==> src/rtl/count_sequencer_if.sv <==
// Bus bundle between the sequencing controller and whatever drives it.
// Carries configuration, start/stop commands and the count/status outputs.
interface count_sequencer_if #(
  parameter int WIDTH   = 4,
  parameter int PRESC_W = 4
);
  logic               cfg_valid;
  logic               cfg_ready;
  logic [WIDTH-1:0]   cfg_limit;
  logic [PRESC_W-1:0] cfg_prescale;
  logic               cfg_mode;
  logic               start;
  logic               stop;
  logic [WIDTH-1:0]   count;
  logic               busy;
  logic               wrap;
  logic               done;

  modport master (
    output cfg_valid, cfg_limit, cfg_prescale, cfg_mode, start, stop,
    input  cfg_ready, count, busy, wrap, done
  );

  modport slave (
    input  cfg_valid, cfg_limit, cfg_prescale, cfg_mode, start, stop,
    output cfg_ready, count, busy, wrap, done
  );
endinterface

==> src/rtl/count_sequencer.sv <==
// Programmable, stoppable up-counter sequencer: latches a terminal value,
// prescale and mode, then steps the count on prescaler ticks while running.
module count_sequencer #(
  parameter int WIDTH   = 4,
  parameter int PRESC_W = 4
) (
  input  logic                clk,
  input  logic                rst,
  count_sequencer_if.slave    bus
);

  typedef enum logic [1:0] {
    S_IDLE  = 2'd0,
    S_ARMED = 2'd1,
    S_RUN   = 2'd2
  } state_t;

  state_t             state_q;
  logic [WIDTH-1:0]   count_q;
  logic [PRESC_W-1:0] presc_cnt_q;
  logic [WIDTH-1:0]   limit_q;
  logic [PRESC_W-1:0] presc_q;
  logic               mode_q;
  logic               busy_q;
  logic               wrap_q;
  logic               done_q;

  logic cfg_ready;
  logic cfg_xfer;
  logic tick;
  logic at_limit;

  assign cfg_ready = (state_q != S_RUN);
  assign cfg_xfer  = bus.cfg_valid & cfg_ready;
  assign tick      = (presc_cnt_q == presc_q);
  assign at_limit  = (count_q == limit_q);

  always_ff @(posedge clk or posedge rst) begin
    if (rst) begin
      state_q     <= S_IDLE;
      count_q     <= '0;
      presc_cnt_q <= '0;
      limit_q     <= '0;
      presc_q     <= '0;
      mode_q      <= 1'b0;
      busy_q      <= 1'b0;
      wrap_q      <= 1'b0;
      done_q      <= 1'b0;
    end else begin
      wrap_q <= 1'b0;
      done_q <= 1'b0;

      if (cfg_xfer) begin
        limit_q <= bus.cfg_limit;
        presc_q <= bus.cfg_prescale;
        mode_q  <= bus.cfg_mode;
      end

      unique case (state_q)
        S_IDLE: begin
          if (cfg_xfer) begin
            state_q <= S_ARMED;
          end
        end

        S_ARMED: begin
          // stop dominates a simultaneous start
          if (bus.start && !bus.stop) begin
            state_q     <= S_RUN;
            busy_q      <= 1'b1;
            count_q     <= '0;
            presc_cnt_q <= '0;
          end
        end

        S_RUN: begin
          if (bus.stop) begin
            state_q     <= S_ARMED;
            busy_q      <= 1'b0;
            presc_cnt_q <= '0;
          end else if (tick) begin
            presc_cnt_q <= '0;
            if (!at_limit) begin
              count_q <= count_q + 1'b1;
            end else if (mode_q) begin
              count_q <= '0;
              wrap_q  <= 1'b1;
            end else begin
              // one-shot: hold at the terminal value and drop back to ARMED
              done_q  <= 1'b1;
              state_q <= S_ARMED;
              busy_q  <= 1'b0;
            end
          end else begin
            presc_cnt_q <= presc_cnt_q + 1'b1;
          end
        end

        default: begin
          state_q <= S_IDLE;
          busy_q  <= 1'b0;
        end
      endcase
    end
  end

  assign bus.cfg_ready = cfg_ready;
  assign bus.count     = count_q;
  assign bus.busy      = busy_q;
  assign bus.wrap      = wrap_q;
  assign bus.done      = done_q;

endmodule

==> src/flat_wrapper.sv <==
// flat-port wrapper written by rule: the top's interface ports become plain ports
module count_sequencer_flat 
#(
  parameter int WIDTH   = 4,
  parameter int PRESC_W = 4
)
  (clk, rst, bus_cfg_valid, bus_cfg_limit, bus_cfg_prescale, bus_cfg_mode, bus_start, bus_stop, bus_cfg_ready, bus_count, bus_busy, bus_wrap, bus_done);
  count_sequencer_if #(.WIDTH(WIDTH), .PRESC_W(PRESC_W)) bus_i ();
  input  logic clk;
  input  logic rst;
  input wire logic [$bits(bus_i.cfg_valid)-1:0] bus_cfg_valid;
  input wire logic [$bits(bus_i.cfg_limit)-1:0] bus_cfg_limit;
  input wire logic [$bits(bus_i.cfg_prescale)-1:0] bus_cfg_prescale;
  input wire logic [$bits(bus_i.cfg_mode)-1:0] bus_cfg_mode;
  input wire logic [$bits(bus_i.start)-1:0] bus_start;
  input wire logic [$bits(bus_i.stop)-1:0] bus_stop;
  output wire logic [$bits(bus_i.cfg_ready)-1:0] bus_cfg_ready;
  output wire logic [$bits(bus_i.count)-1:0] bus_count;
  output wire logic [$bits(bus_i.busy)-1:0] bus_busy;
  output wire logic [$bits(bus_i.wrap)-1:0] bus_wrap;
  output wire logic [$bits(bus_i.done)-1:0] bus_done;
  assign bus_i.cfg_valid = bus_cfg_valid;
  assign bus_i.cfg_limit = bus_cfg_limit;
  assign bus_i.cfg_prescale = bus_cfg_prescale;
  assign bus_i.cfg_mode = bus_cfg_mode;
  assign bus_i.start = bus_start;
  assign bus_i.stop = bus_stop;
  assign bus_cfg_ready = bus_i.cfg_ready;
  assign bus_count = bus_i.count;
  assign bus_busy = bus_i.busy;
  assign bus_wrap = bus_i.wrap;
  assign bus_done = bus_i.done;
  count_sequencer #(.WIDTH(WIDTH), .PRESC_W(PRESC_W)) u_core (.clk(clk), .rst(rst), .bus(bus_i));
endmodule
==> config.mk <==
export PLATFORM = sky130hd
export DESIGN_NAME = count_sequencer_flat
export DESIGN_NICKNAME = d
export VERILOG_FILES = /design/src/rtl/count_sequencer_if.sv /design/src/rtl/count_sequencer.sv /design/src/flat_wrapper.sv
export SDC_FILE = /design/constraint.sdc
export NUM_CORES = 1
export LEC_CHECK = 0
export ABC_CLOCK_PERIOD_IN_PS = 2600
export BUFFER_PORTS_ARGS = -buffer_cell sky130_fd_sc_hd__clkbuf_2
export CAP_MARGIN = 10
export CORE_MARGIN = 4
export CORE_UTILIZATION = 40
export CTS_CLUSTER_SIZE = 28
export DETAILED_ROUTE_END_ITERATION = 8
export GPL_ROUTABILITY_DRIVEN = 0
export PLACE_DENSITY = 0.65
export SLEW_MARGIN = 20
export SYNTH_ARGS = -nofsm -noshare
export SYNTH_HDL_FRONTEND = slang
export SYNTH_SLANG_ARGS = --single-unit
==> constraint.sdc <==
create_clock -name clk -period 2.6 [get_ports clk]
set_clock_uncertainty 0.15 [all_clocks]
set_input_delay 0.52 -clock clk [delete_from_list [all_inputs] [get_ports clk]]
set_output_delay 0.52 -clock clk [all_outputs]
set_load 0.01 [all_outputs]
## Word level (Yosys, flattened, before mapping)

Cells that the tools add are included.

| storage, ports and cells | value |
|---|---|
| flip-flop bits (word level) | 22 |
| bits of input ports | 14 |
| logic and storage cells | 66 |

| cells by class | value |
|---|---|
| add/subtract/negate cells | 2 |
| equality and inequality tests | 13 |
| multiplexer cells | 32 |
| bitwise logic cells | 2 |
| reductions and logical operators | 8 |

Operators by type and width:

| operator | number |
|---|---|
| $mux 4 | 7 |
| $pmux 4 s2 | 2 |
| $mux 1 | 15 |
| $reduce_and 5->1 | 3 |
| $mux 2 | 6 |
| $ne 3x2->1 const B | 3 |
| $add 4x1->4 const B | 2 |
| $eq 4x4->1 | 2 |
| $ne 2x1->1 const B | 3 |
| $pmux 2 s3 | 1 |
| $ne 2x2->1 const B | 2 |
| $ne 3x3->1 const B | 1 |
| $pmux 1 s3 | 1 |
| $eq 2x1->1 const B | 1 |
| $eq 2x2->1 const B | 1 |
| $logic_not 2->1 | 1 |
| $reduce_and 2->1 | 1 |
| $reduce_bool 2->1 | 1 |
| $and 1x1->1 | 1 |
| $logic_and 1x1->1 | 1 |
| $logic_not 1->1 | 1 |
| $not 1->1 | 1 |

## Longest topological paths before layout

Gate-level depths: netlist of the first run.

| depth | value |
|---|---|
| depth after elaboration | 5 |
| depth in mapped cells | 7 |
| gate-level depth less buffers | 7 |

## Worst setup path before layout of the first run

OpenSTA, ideal clock, no wires.

| path | value |
|---|---|
| path type | register to register |
| start | reg u_core.presc_cnt_q[1] |
| end | reg u_core.state_q[1] |
| library setup time | 125 ps |
| arrival | 1,900 ps |
| required time | 2,325 ps |
| slack | 425 ps |
| cell stages (with the launch flop) | 7 |
| buffers on the path | 1 |
| path through | dfrtp_1 -> xor2_1 -> or4_1 -> buf_2 -> o31ai_4 -> nand3_2 -> mux2_4 |

| between the ends | value |
|---|---|
| longest elaborated chain between the ends | 3 |

Ends and longest elaborated chain:

| what | line | source |
|---|---|---|
| start: declaration | count_sequencer.sv:20 | `logic [PRESC_W-1:0] presc_cnt_q;` |
| start signal: assignment | count_sequencer.sv:95 | `presc_cnt_q <= presc_cnt_q + 1'b1;` |
| $eq 4x4->1 | count_sequencer.sv:35 | `assign tick = (presc_cnt_q == presc_q);` |
| $ne 3x2->1 (no line) | n/a |  |
| $reduce_and 5->1 (no line) | n/a |  |
| end signal: assignment | count_sequencer.sv:40 | `state_q <= S_IDLE;` |
| end signal: assignment | count_sequencer.sv:62 | `state_q <= S_ARMED;` |
| end signal: assignment | count_sequencer.sv:69 | `state_q <= S_RUN;` |
| end: declaration | count_sequencer.sv:18 | `state_t state_q;` |

No other way between the ends.
A chain may end at the register's enable or synchronous reset.

## Worst setup path in the final report of the first run

Ends and elaborated chain as after synthesis.

==> results of run 1 <==
-- sequential cells by signal, summed over array words and instances, names as in the netlist --
| name | count |
|---|---|
| u_core.mode_q | 1 |
| u_core.presc_q | 4 |
| u_core.presc_cnt_q | 4 |
| u_core.limit_q | 4 |
| u_core.bus.count | 4 |
| u_core.state_q | 2 |
| u_core.bus.wrap | 1 |
| u_core.bus.busy | 1 |
| u_core.bus.done | 1 |
-- where the power goes --
| group | switching, mW | internal (mW) |
|---|---|---|
| registers | 0.0722 | 0.417 |
| clock network | 0.112 | 0.0857 |
| logic | 0.238 | 0.205 |
-- layout by cell type (no fill, tap or decap), types with 2 or more instances in the layout --
cell type	n
nand4_1	2
mux2i_1	2
nand2b_1	5
dfrtp_1	22
clkbuf_2	21
nor4_1	3
inv_1	7
xnor2_1	4
nor2_1	4
a21o_1	2
clkbuf_4	3
o31ai_1	3
xor2_1	5
o21ai_0	3
nand3_1	7
nand2_1	5
nor2b_1	2
o2bb2ai_1	2
a21oi_1	3
mux2_2	8
ha_1	7
-- cell families (layout without fill, tap and decap cells) --
kind of cell,after synthesis,in the layout,share of synthesized area
simple gates,33,33,0.151
mux,11,11,0.105
buf+inv,9,33,0.0293
compound gates,18,18,0.114
xor+xnor,9,9,0.0660
fa+ha+maj,7,7,0.0734
flops,22,22,0.461
-- layer usage --
metal  wire, um  vias to the layer above  track usage
li1           -                      440            -
met5          0                        -            0
met4         46                        0       0.0468
met2       1070                       27        0.205
met1       1100                      429        0.168
met3        140                        7       0.0450
-- final timing paths --
path | startpoint | end | slack [ps] | depth (start not counted)
min reg2reg | u_core.mode_q | u_core.bus.done | 400 | 1
min | rst | u_core.presc_cnt_q[2] | 170 | 2
max in group asynchronous | rst | u_core.mode_q | 1620 | 2
max | u_core.presc_cnt_q[1] | u_core.state_q[1] | 260 | 5
max reg2reg | u_core.presc_cnt_q[1] | u_core.state_q[1] | 260 | 5
min in group clk | bus_cfg_prescale[2] | u_core.presc_q[2] | 280 | 2
-- layout make-up --
class                      instances  area, um^2
timing repair buffer              22         113
fill                             276        1430
multi-input combinational         78         608
inverter                           7        26.3
sequential                        22         551
clock buffer                       4        36.3
tap                               31        38.8
-- per-stage QoR --
stage,std cells,utilization,power [mW],hold slack (ps)
2_1_floorplan,109,-,0.830,338
3_3_place_gp,160,0.476,0.918,364
3_5_place_dp,160,0.476,0.937,373
4_1_cts,164,0.489,1.14,208
5_1_grt,164,0.489,1.22,248
6_report,164,0.489,1.13,167
-- worst max-delay path, delay by kind of cell (launching register included) --
kind                      cells  cell delay [ps]
and+or+nand+nor               2              810
muxes                         1              310
AOI/OAI and AO/OA             1              340
DFF                           1              450
xor gates and xnor gates      1              190
==> results.json, run 1 <==
{
  "status": "finished clean",
  "coreArea_um2": 2810,
  "root_buffer": "clkbuf_4",
  "syn-instance-count": 109,
  "synth_ff_type": "dfrtp_1",
  "stdcell_area_um2": 1370,
  "die_width_um": 62.6,
  "setup_violations": 0,
  "max_slew.worst_pin.slew_ps": 826,
  "fmax_ghz": 0.428,
  "synth_area_um2": 1190,
  "track_usage": 0.131,
  "synth.top_cells.by_count": "dfrtp_1 (22), mux2_2 (8), ha_1 (7), inv_1 (7), nand3_1 (7)",
  "fin_setup_tns_ps": 0,
  "cts_tree": "yes",
  "start_util": 0.426,
  "synthesis.nets": 130,
  "grt_max_degree": 23,
  "ys_seq_elements": 22,
  "wl_per_cell_um": 14.3,
  "synth_edf_count": 0,
  "synth_most_common_cell": "dfrtp_1",
  "drive_above_1_share": 0.278,
  "ir_worst_vdd_mv": 0.322,
  "setup_ws_ps": 262,
  "ios": 22,
  "cpPeakStageDelay_ps": 670,
  "clock_latency_ps": 320,
  "pre_cts_ws_ps": 278,
  "ant_nets": 0,
  "drcViolationCount": 0,
  "viasPerCell": 5.51,
  "htree_levels": 1,
  "cts_hold_buf": 0,
  "nets": 155,
  "synth_area_leaders": "dfrtp_1 (46%), mux2_2 (7.5%), ha_1 (7.3%)",
  "period_share": 0.899,
  "synth_top_area_share": 0.461,
  "crit_required_ps": 2680,
  "worstSetupPathType": "flop to flop",
  "drv_cap": 0,
  "area_growth_pct": 15.0,
  "power_density_nw_per_um2": 823,
  "cts_sinks": 22,
  "yosysSeqAreaShare": 0.461,
  "crit_arrival_ps": 2410,
  "post_cts_buffers": 0,
  "dp_hpwl_um": 1770,
  "grt_overflow": 0,
  "portBuffers": 21,
  "post-route-min-period_ps": 2340,
  "via_count": 903,
  "grt_setup_unrepaired": "false",
  "dr.pass1.iters": 4,
  "drt-initial-drc-count": 35,
  "routed_wl_um": 2350,
  "cp_max_fo": 6,
  "ys_warn_count": 0,
  "die_area_um2": 3920,
  "slowest_stage": "or4_1",
  "path_cells": "xor2_1 -> or4_1 -> o31ai_4 -> nand3_2 -> mux2_4",
  "max_slew_margin": 0.449,
  "grt_pass1_wl_um": 4020,
  "yosys.area.top_type": "dfrtp_1",
  "fp-row-count": 19,
  "async_reset_ff_frac": 1.00,
  "finalMaxSlewViolations": 0,
  "cts_buffer_depth": 2,
  "grt_pass1_vias": 888,
  "cts_buffers": 3,
  "syn_avg_cell_area_um2": 11.0,
  "startpoint_type": "flop",
  "holdCritPathClass": "primary input to asynchronous set/reset pin",
  "antenna_found_initial": 0,
  "diodes": 0,
  "clk_pin_slew_ps": 130,
  "setup.worst_path.end_class": "flop",
  "die_h_um": 62.6,
  "dpl_cell_area_um2": 1340,
  "synth_cell_type_count": 32,
  "ctsResizeCount": 0,
  "hold_violations": 0,
  "leakage_nw": 0.655
}
Note: power is estimated with default switching activity, not from simulation.
==> run 2, diff against run 1 <==
CORE_UTILIZATION = 45   (was 40)
PLACE_DENSITY = 0.71   (was 0.65)
==> results.json, run 2 (synthesized netlist as in run 1, its figures left out) <==
{
  "final_common_cell": "dfrtp_1",
  "setup_violations": 0,
  "clock_latency_ps": 310,
  "rr_worst_depth": 5,
  "crit_required_ps": 2670,
  "stdcell_count": 163,
  "htree_levels": 1,
  "viasPerCell": 5.40,
  "setup.worst_path.end_class": "flop",
  "cts_buffer_depth": 2,
  "max_slew_margin": 0.450,
  "grt_pass1_wl_um": 3720,
  "status": "finished clean",
  "cts_sinks": 22,
  "die_width_um": 59.5,
  "crit_start": "u_core.presc_cnt_q[1]",
  "ant_nets": 0,
  "cts_hold_buf": 0,
  "area_growth_pct": 16.2,
  "diodes": 0,
  "clk_pin_slew_ps": 120,
  "drive_above_1_share": 0.278,
  "p_total_mw": 1.19,
  "ctsResizeCount": 0,
  "startpoint_type": "flop",
  "r2r_end": "u_core.state_q[1]",
  "via_count": 880,
  "routed_wl_um": 2230,
  "cp_max_fo": 6,
  "nets": 155,
  "holdCritPathClass": "primary input to asynchronous set/reset pin",
  "fmax_ghz": 0.431,
  "final_cell_mix": "dfrtp_1 (22), clkbuf_2 (21), mux2_2 (8)",
  "setup_ws_ps": 279,
  "die_h_um": 59.5,
  "stdcell_area_um2": 1390,
  "ios": 22,
  "antenna_found_initial": 0,
  "pre_cts_ws_ps": 292,
  "portBuffers": 21,
  "critPathCapture": "u_core.state_q[1]",
  "hold_violations": 0,
  "die_area_um2": 3540,
  "max_slew.worst_pin.slew_ps": 824,
  "track_usage": 0.142,
  "cts_buffers": 3,
  "dp_hpwl_um": 1780,
  "drcViolationCount": 0,
  "r2r_start": "u_core.presc_cnt_q[1]",
  "grt_overflow": 0,
  "ir_worst_vdd_mv": 0.602,
  "dpl_cell_area_um2": 1340,
  "grt_max_degree": 23,
  "dr.pass1.iters": 4,
  "cts_tree": "yes",
  "crit_arrival_ps": 2390,
  "period_share": 0.893,
  "leakage_nw": 0.662,
  "fin_setup_tns_ps": 0,
  "coreArea_um2": 2500,
  "grt_setup_unrepaired": "false",
  "finalMaxSlewViolations": 0,
  "post_cts_buffers": 0,
  "worstSetupPathType": "flop to flop",
  "place_inst": 159,
  "rrSetupSlack_ps": 280,
  "start_util": 0.477,
  "fp-row-count": 18,
  "grt_pass1_vias": 814,
  "root_buffer": "clkbuf_4",
  "power_density_nw_per_um2": 860,
  "drv_cap": 0,
  "wl_per_cell_um": 13.7,
  "post-route-min-period_ps": 2320,
  "drt-initial-drc-count": 14
}
## run 2: changes by cell type in the layout (fill, tap and decap cells not counted), sizes merged
cell / change
clkbuf: -1
bufinv: +1
## run 2: critical path: stages (launching register included)
cell and delay [ps]:
dfrtp_1 440, xor2_1 190, or4_1 670, o31ai_4 340
nand3_2 130, mux2_4 300
## run 2: per-stage QoR
step	util	hold slack, ps
6_report	0.555	176
5_1_grt	0.555	223
4_1_cts	0.555	195
3_5_place_dp	0.534	370
3_3_place_gp	0.534	362
2_1_floorplan	-	338
## run 2: final cells by class
type | count | area (um^2)
Clock buffer | 3 | 22.5
Clock inverter | 1 | 30.0
Sequential cell | 22 | 551
Fill cell | 220 | 1110
Tap cell | 30 | 37.5
Multi-Input combinational cell | 78 | 608
Timing Repair Buffer | 22 | 113
Inverter | 7 | 26.3
## run 2: worst min path at each step
stage                                     start               endpoint  slack (ps)
after floorplan           u_core.presc_cnt_q[3]  u_core.presc_cnt_q[3]         340
after global placement        u_core.limit_q[1]      u_core.limit_q[1]         360
after detailed placement      u_core.limit_q[1]      u_core.limit_q[1]         370
after CTS                                   rst      u_core.limit_q[0]         200
after global routing                        rst      u_core.limit_q[2]         220
final                                       rst  u_core.presc_cnt_q[0]         180
## run 2: power breakdown
part	leakage, nW	switching (mW)	internal, mW
Clock	0.0279	0.108	0.156
Combinational	0.350	0.236	0.206
Sequential	0.284	0.0712	0.417
Total	0.662	0.415	0.778
## run 2: per-layer routing
layer | GRT usage | vias to the layer above | wire length (um)
met2 | 0.226 | 21 | 1010
met3 | 0.0392 | 4 | 117
met4 | 0.0570 | 0 | 34
met5 | 0 | - | 0
met1 | 0.180 | 417 | 1080
li1 | - | 438 | -
